===== src/rtl/pdp1_ptr.sv =====
// PDP-1 high-speed paper tape reader controller: decodes rpa/rpb/rrb IOTs, paces tape lines, assembles the 18-bit reader buffer.
// Optional read-in-mode word requests are compiled in with `define PTR_RIM_EN.
module pdp1_ptr #(
   parameter int LINE_CYCLES = 2500
) (
   input  logic        clk,
   input  logic        reset,
   input  logic        iot,
   input  logic [5:0]  iot_dev,
   input  logic        iot_wait,
   output logic [17:0] io_data,
   output logic        io_load,
   output logic        iot_done,
   output logic        ptr_flag,
   input  logic [7:0]  tape_line,
   input  logic        tape_valid,
   output logic        tape_ready
`ifdef PTR_RIM_EN
   ,
   input  logic        rim_req,
   output logic        rim_valid
`endif
);

   localparam int PW = (LINE_CYCLES > 1) ? $clog2(LINE_CYCLES) : 1;
   localparam logic [PW-1:0] PACE_LOAD = PW'(LINE_CYCLES - 1);

   typedef enum logic [1:0] {IDLE, READ, FULL} state_t;

   state_t      state, state_n;
   logic [17:0] rdr_buf, rdr_buf_n;
   logic [1:0]  count, count_n;
   logic [PW-1:0] pace, pace_n;
   logic        binary, binary_n;
   logic        wait_pend, wait_pend_n;
   logic [17:0] io_data_n;
   logic        io_load_n, ptr_flag_n;
   logic        xfer, complete;
   logic        is_rpa, is_rpb, is_rrb;
`ifdef PTR_RIM_EN
   logic        rim_mode, rim_mode_n, rim_valid_n;
`endif

   assign is_rpa     = iot && (iot_dev == 6'o01);
   assign is_rpb     = iot && (iot_dev == 6'o02);
   assign is_rrb     = iot && (iot_dev == 6'o30);
   assign tape_ready = (state == READ) && (pace == '0);
   assign xfer       = tape_valid && tape_ready;
   assign iot_done   = io_load;

   // Completion outputs are registered on the transition into FULL so they are visible during the FULL cycle.
   always_comb begin
      state_n     = state;
      rdr_buf_n   = rdr_buf;
      count_n     = count;
      binary_n    = binary;
      wait_pend_n = wait_pend;
      io_data_n   = io_data;
      io_load_n   = 1'b0;
      ptr_flag_n  = ptr_flag;
      complete    = 1'b0;
      pace_n      = (pace != '0) ? pace - PW'(1) : '0;
`ifdef PTR_RIM_EN
      rim_mode_n  = rim_mode;
      rim_valid_n = 1'b0;
`endif
      if (xfer)
         pace_n = PACE_LOAD;

      // An IOT always takes priority; a line transferred in the same cycle is consumed but dropped.
      if (is_rpa || is_rpb) begin
         rdr_buf_n   = '0;
         ptr_flag_n  = 1'b0;
         count_n     = '0;
         binary_n    = is_rpb;
         wait_pend_n = iot_wait;
         state_n     = READ;
`ifdef PTR_RIM_EN
         rim_mode_n  = 1'b0;
`endif
      end else if (is_rrb) begin
         io_data_n  = rdr_buf;
         io_load_n  = 1'b1;
         ptr_flag_n = 1'b0;
      end else begin
         case (state)
            IDLE: begin
`ifdef PTR_RIM_EN
               if (rim_req) begin
                  rdr_buf_n   = '0;
                  count_n     = '0;
                  binary_n    = 1'b1;
                  wait_pend_n = 1'b0;
                  rim_mode_n  = 1'b1;
                  state_n     = READ;
               end
`endif
            end
            READ: begin
               if (xfer) begin
                  if (!binary) begin
                     rdr_buf_n = {rdr_buf[17:8], tape_line};
                     complete  = 1'b1;
                  end else if (tape_line[7]) begin
                     rdr_buf_n = {rdr_buf[11:0], tape_line[5:0]};
                     if (count == 2'd2) begin
                        count_n  = '0;
                        complete = 1'b1;
                     end else begin
                        count_n = count + 2'd1;
                     end
                  end
               end
            end
            FULL:    state_n = IDLE;
            default: state_n = IDLE;
         endcase

         if (complete) begin
            state_n = FULL;
`ifdef PTR_RIM_EN
            if (rim_mode) begin
               rim_valid_n = 1'b1;
               io_data_n   = rdr_buf_n;
               rim_mode_n  = 1'b0;
            end else
`endif
            begin
               ptr_flag_n = 1'b1;
               if (wait_pend) begin
                  io_data_n   = rdr_buf_n;
                  io_load_n   = 1'b1;
                  wait_pend_n = 1'b0;
               end
            end
         end
      end
   end

   always_ff @(posedge clk) begin
      if (reset) begin
         state     <= IDLE;
         rdr_buf   <= '0;
         count     <= '0;
         pace      <= '0;
         binary    <= 1'b0;
         wait_pend <= 1'b0;
         io_data   <= '0;
         io_load   <= 1'b0;
         ptr_flag  <= 1'b0;
`ifdef PTR_RIM_EN
         rim_mode  <= 1'b0;
         rim_valid <= 1'b0;
`endif
      end else begin
         state     <= state_n;
         rdr_buf   <= rdr_buf_n;
         count     <= count_n;
         pace      <= pace_n;
         binary    <= binary_n;
         wait_pend <= wait_pend_n;
         io_data   <= io_data_n;
         io_load   <= io_load_n;
         ptr_flag  <= ptr_flag_n;
`ifdef PTR_RIM_EN
         rim_mode  <= rim_mode_n;
         rim_valid <= rim_valid_n;
`endif
      end
   end

endmodule


===== config.mk =====
export PLATFORM = sky130hd
export DESIGN_NAME = pdp1_ptr
export DESIGN_NICKNAME = d
export VERILOG_FILES = /design/src/rtl/pdp1_ptr.sv
export SDC_FILE = /design/constraint.sdc
export NUM_CORES = 1
export LEC_CHECK = 0
export ABC_AREA = 0
export BUFFER_PORTS_ARGS = -buffer_cell sky130_fd_sc_hd__buf_2
export CORE_ASPECT_RATIO = 1.5
export CORE_MARGIN = 2
export CORE_UTILIZATION = 60
export CTS_BUF_LIST = sky130_fd_sc_hd__clkbuf_4
export DETAILED_ROUTE_END_ITERATION = 16
export HOLD_SLACK_MARGIN = 0.1
export PLACE_DENSITY = 0.85
export SLEW_MARGIN = 10
export SYNTH_ARGS = -nofsm -noshare
export SYNTH_HDL_FRONTEND = slang
export SYNTH_SLANG_ARGS = --single-unit

===== constraint.sdc =====
create_clock -name clk -period 4.64 [get_ports clk]
set_clock_uncertainty 0.2 [all_clocks]
set_input_delay 0.232 -clock clk [delete_from_list [all_inputs] [get_ports clk]]
set_output_delay 0.232 -clock clk [all_outputs]
set_load 0.02 [all_outputs]

==> impl_results.md <==
* CP Launch Type: flop
* Multi-input logic area at ~0.0011 mm^2
* Top cell type's share of synthesized area at between 40% and 50%
* Per-cell routed wire length at between 10 and 15 um
* Async set-reset flop share out of synthesis at 0%
* Fmax at 327 MHz
* Required @ worst endpoint at between 4000 and 5000 ps
* Drt via density at ~5.8
* Sequential element share of the synthesized area at ~48%
* Placed insts at slightly above 300
* Hold crit path type: input port to flop
* DRC Markers at 0
* Post-route ant nets at 0
* Leading area contributor after synthesis: dfxtp_1
* Placer congestion estimate at 0.777
* Final Util at between 70% and 80%
* Final #Nets at between 300 and 400
* Post-synthesis register bit count at 56
* Synth cell types at 41
* H-tree levels at 2
* Met1 GRT Util at a little over a quarter
* Clock transition at path regs at ~150 ps
* Final Hold Vio Count at 0
* CP max FO at 27
* Clk_lat worst skew at 380 ps
* Outcome: finished clean
* Worst-Margin Slew at between 1000 and 1500 ps
* Post-route minimum period at ~3000 ps
* YS warnings at 0
* Fraction of layout cells with a size suffix above 1 at 24.7%
* First-pass GRT wire length at 8.02 mm
* Pwr Density at approximately 380 mW/mm^2
* GRT Util Overall at between 20% and 30%
* Die Y at a little over 80 um
* Overall die width at 54.9 um
* GRT Residual Overflow at 0
* HPWL after DPL at 3.29 mm
* Final Max Tran Viols at 0
* Crit Path Category: flop to flop
* Crit-path cells: inv_1 > ha_1 > nor3b_1 > and4_2 > a41o_1 > buf_4 > nor2_1 > a211oi_2
* Initial antenna violation count at 0
* Clock buffer depth at 2
* Drt total wl at ~4.8 mm
* Iteration-0 DRC Markers at 31
* Worst R2R Start: pace[0]
* CP startpoint: pace[0]
* Root buffer cell: clkbuf_4
* Period utilization at 66.0%
* RSZ-0062 raised after global routing: false
* Core Area at around 0.0037 mm^2
* Port buffer count at 40
* Critical Path AT at 3160 ps
* Grt met2 use at 44.2%
* CTS buffer count at 5
* MaxCap Viol Count at 0
* Vias at around 1900
* Mapped Cells at about 240
* Met3 Use GR at ~5.2%
* CP Capture Type: flop
* FP Rows at 27
* Synth Net Count at between 200 and 300
* Fill cells at 286
* Slew headroom at 31.0%
* Final Setup Violations at 0
* Initial core utilization at between 60% and 70%
* Cells taking the most area after synthesis: dfxtp_1 48%, nor2_1 7.7%, a211oi_2 7.0%, mux2i_1 6.9%, nor4_4 2.7%
* Global route hottest layer: met2
* Largest net degree at the start of global routing at 28
* Reg area at ~0.0011 mm^2
* Post-synth EDFFs at 0
* Vias in the first global route at around 1900
* Mean post-synth cell area at around 9.9 um^2
* Boundary pin count at slightly above 40
* TritonRoute pass-1 iters at 4
* Setup TNS at 0 ps
* CTS tree: done
* Inserted Diodes at 0
* Die area at between 0.004 and 0.005 mm^2
* Leakage at 1.01 nW
* Post-Syn Area at 0.00234 mm^2
* Worst path max stage delay at 870 ps
* Maximum vdd drop at roughly 350 uV
* Hold Path Origin: reset
* P&R area growth vs syn at 18.5%
* Ys flop type: dfxtp_1
* Clk sinks at 56
* Critical-path top delay cell: a41o_1
* Post-Layout Cell Count at 330
critical path: cells and delay by family, from the launching register on:
family,cells,cell delay (ps)
adder cells (fa/ha/maj),1,150
buffers and inverters,2,400
AND/OR/NAND/NOR,3,790
AO/OA/AOI/OAI,2,1080
flip-flops,1,350
cells by family (layout without fill, tap and decap cells):
| kind of cell | Yosys count | in the layout | share of synthesized area [%] |
|---|---|---|---|
| and+or+nand+nor | 91 | 91 | 21.9 |
| AOI/OAI and AO/OA | 45 | 45 | 15.6 |
| DFF | 56 | 56 | 48.0 |
| buffers and inverters | 16 | 68 | 3.21 |
| adders and majority gates | 2 | 2 | 1.07 |
| muxes | 16 | 16 | 6.86 |
| xor gates and xnor gates | 9 | 9 | 3.37 |
placed cells by master, fill, tap and decap left out, drive strengths merged, types with 2 or more instances in the layout:
| cell type | Yosys | routed |
|---|---|---|
| dfxtp | 56 | 56 |
| nor2 | 48 | 48 |
| buf | 5 | 41 |
| mux2i | 16 | 16 |
| a211oi | 16 | 16 |
| dlygate4sd3 | 0 | 15 |
| a21oi | 9 | 9 |
| o21ai | 8 | 8 |
| nand2 | 6 | 6 |
| nor3 | 5 | 5 |
| xnor2 | 5 | 5 |
| clkbuf | 7 | 5 |
| nand4 | 5 | 5 |
| inv | 4 | 4 |
| nor3b | 4 | 4 |
| xor2 | 4 | 4 |
| nand2b | 4 | 4 |
| nor4 | 4 | 4 |
| a31oi | 3 | 3 |
| nand3 | 3 | 3 |
| nand3b | 2 | 2 |
| or3 | 2 | 2 |
| o31ai | 2 | 2 |
| a32oi | 2 | 2 |
| a221oi | 2 | 2 |
| ha | 2 | 2 |
| and4 | 2 | 2 |
| or3b | 2 | 2 |
| clkinv | 0 | 2 |
layout make-up:
cell class	instances	area share [%]
clock buffer	5	1.36
clock inverter	3	1.54
inverter	4	0.542
multi-input combinational	163	41.2
sequential	56	40.5
tap	43	1.94
timing repair buffer	56	12.9
report_power, final:
| part | total (mW) | switching [mW] | internal (mW) | leakage, nW |
|---|---|---|---|---|
| logic | 0.252 | 0.144 | 0.107 | 0.517 |
| registers | 0.544 | 0.0299 | 0.514 | 0.453 |
| clock network | 0.261 | 0.148 | 0.113 | 0.0428 |
| total | 1.06 | 0.322 | 0.735 | 1.01 |
metrics by stage:
| stage | power (mW) | setup WS, ps | cell area [um^2] | hold WS [ps] |
|---|---|---|---|---|
| after detailed placement | 0.797 | 1660 | 2540 | 268 |
| after floorplan | 0.745 | 2260 | 2340 | 111 |
| after CTS | 1.07 | 1610 | 2770 | 129 |
| after global routing | 1.12 | 1370 | 2770 | 151 |
| final | 1.06 | 1580 | 2770 | 142 |
| after global placement | 0.789 | 1770 | 2540 | 272 |
state kept, by name, indices dropped and copies added (netlist names):
register	flops
wait_pend	1
pace	12
io_load	1
rdr_buf	18
binary	1
state	2
io_data	18
ptr_flag	1
count	2
path summary, 6_finish.rpt:
kind | to | slack, ps | depth (start not counted)
min | wait_pend | 140 | 2
max reg2reg | io_data[1] | 1580 | 8
max | io_data[1] | 1580 | 8
min reg2reg | pace[0] | 290 | 1
metal layers:
metal	vias up	part of all wire (%)	routed length, um
li1	940	-	-
met3	15	3.3	161
met5	-	0	0
met1	919	40	1930
met4	0	2.6	127
met2	47	54	2630
cells in the mapped netlist, drive strengths merged, types with 2 or more instances:
library cell and n:
inv 4, dfxtp 56, nand3b 2, nor4 4, xor2 4, nand3 3, mux2i 16, a31oi 3
nand4 5, nor3b 4, a21oi 9, nor3 5, o31ai 2, o21ai 8, or3 2, or3b 2
clkbuf 7, a211oi 16, nand2b 4, ha 2, nor2 48, xnor2 5, a221oi 2, a32oi 2
nand2 6, and4 2, buf 5
repair_timing:
action / CTS / global route
resized for setup: 0 / 0
endpoints found under the hold margin: 18 / 0
buffers inserted: 0 / 0
hold buffers: 15 / 0
No activity file was read; power rests on OpenSTA's default activity.
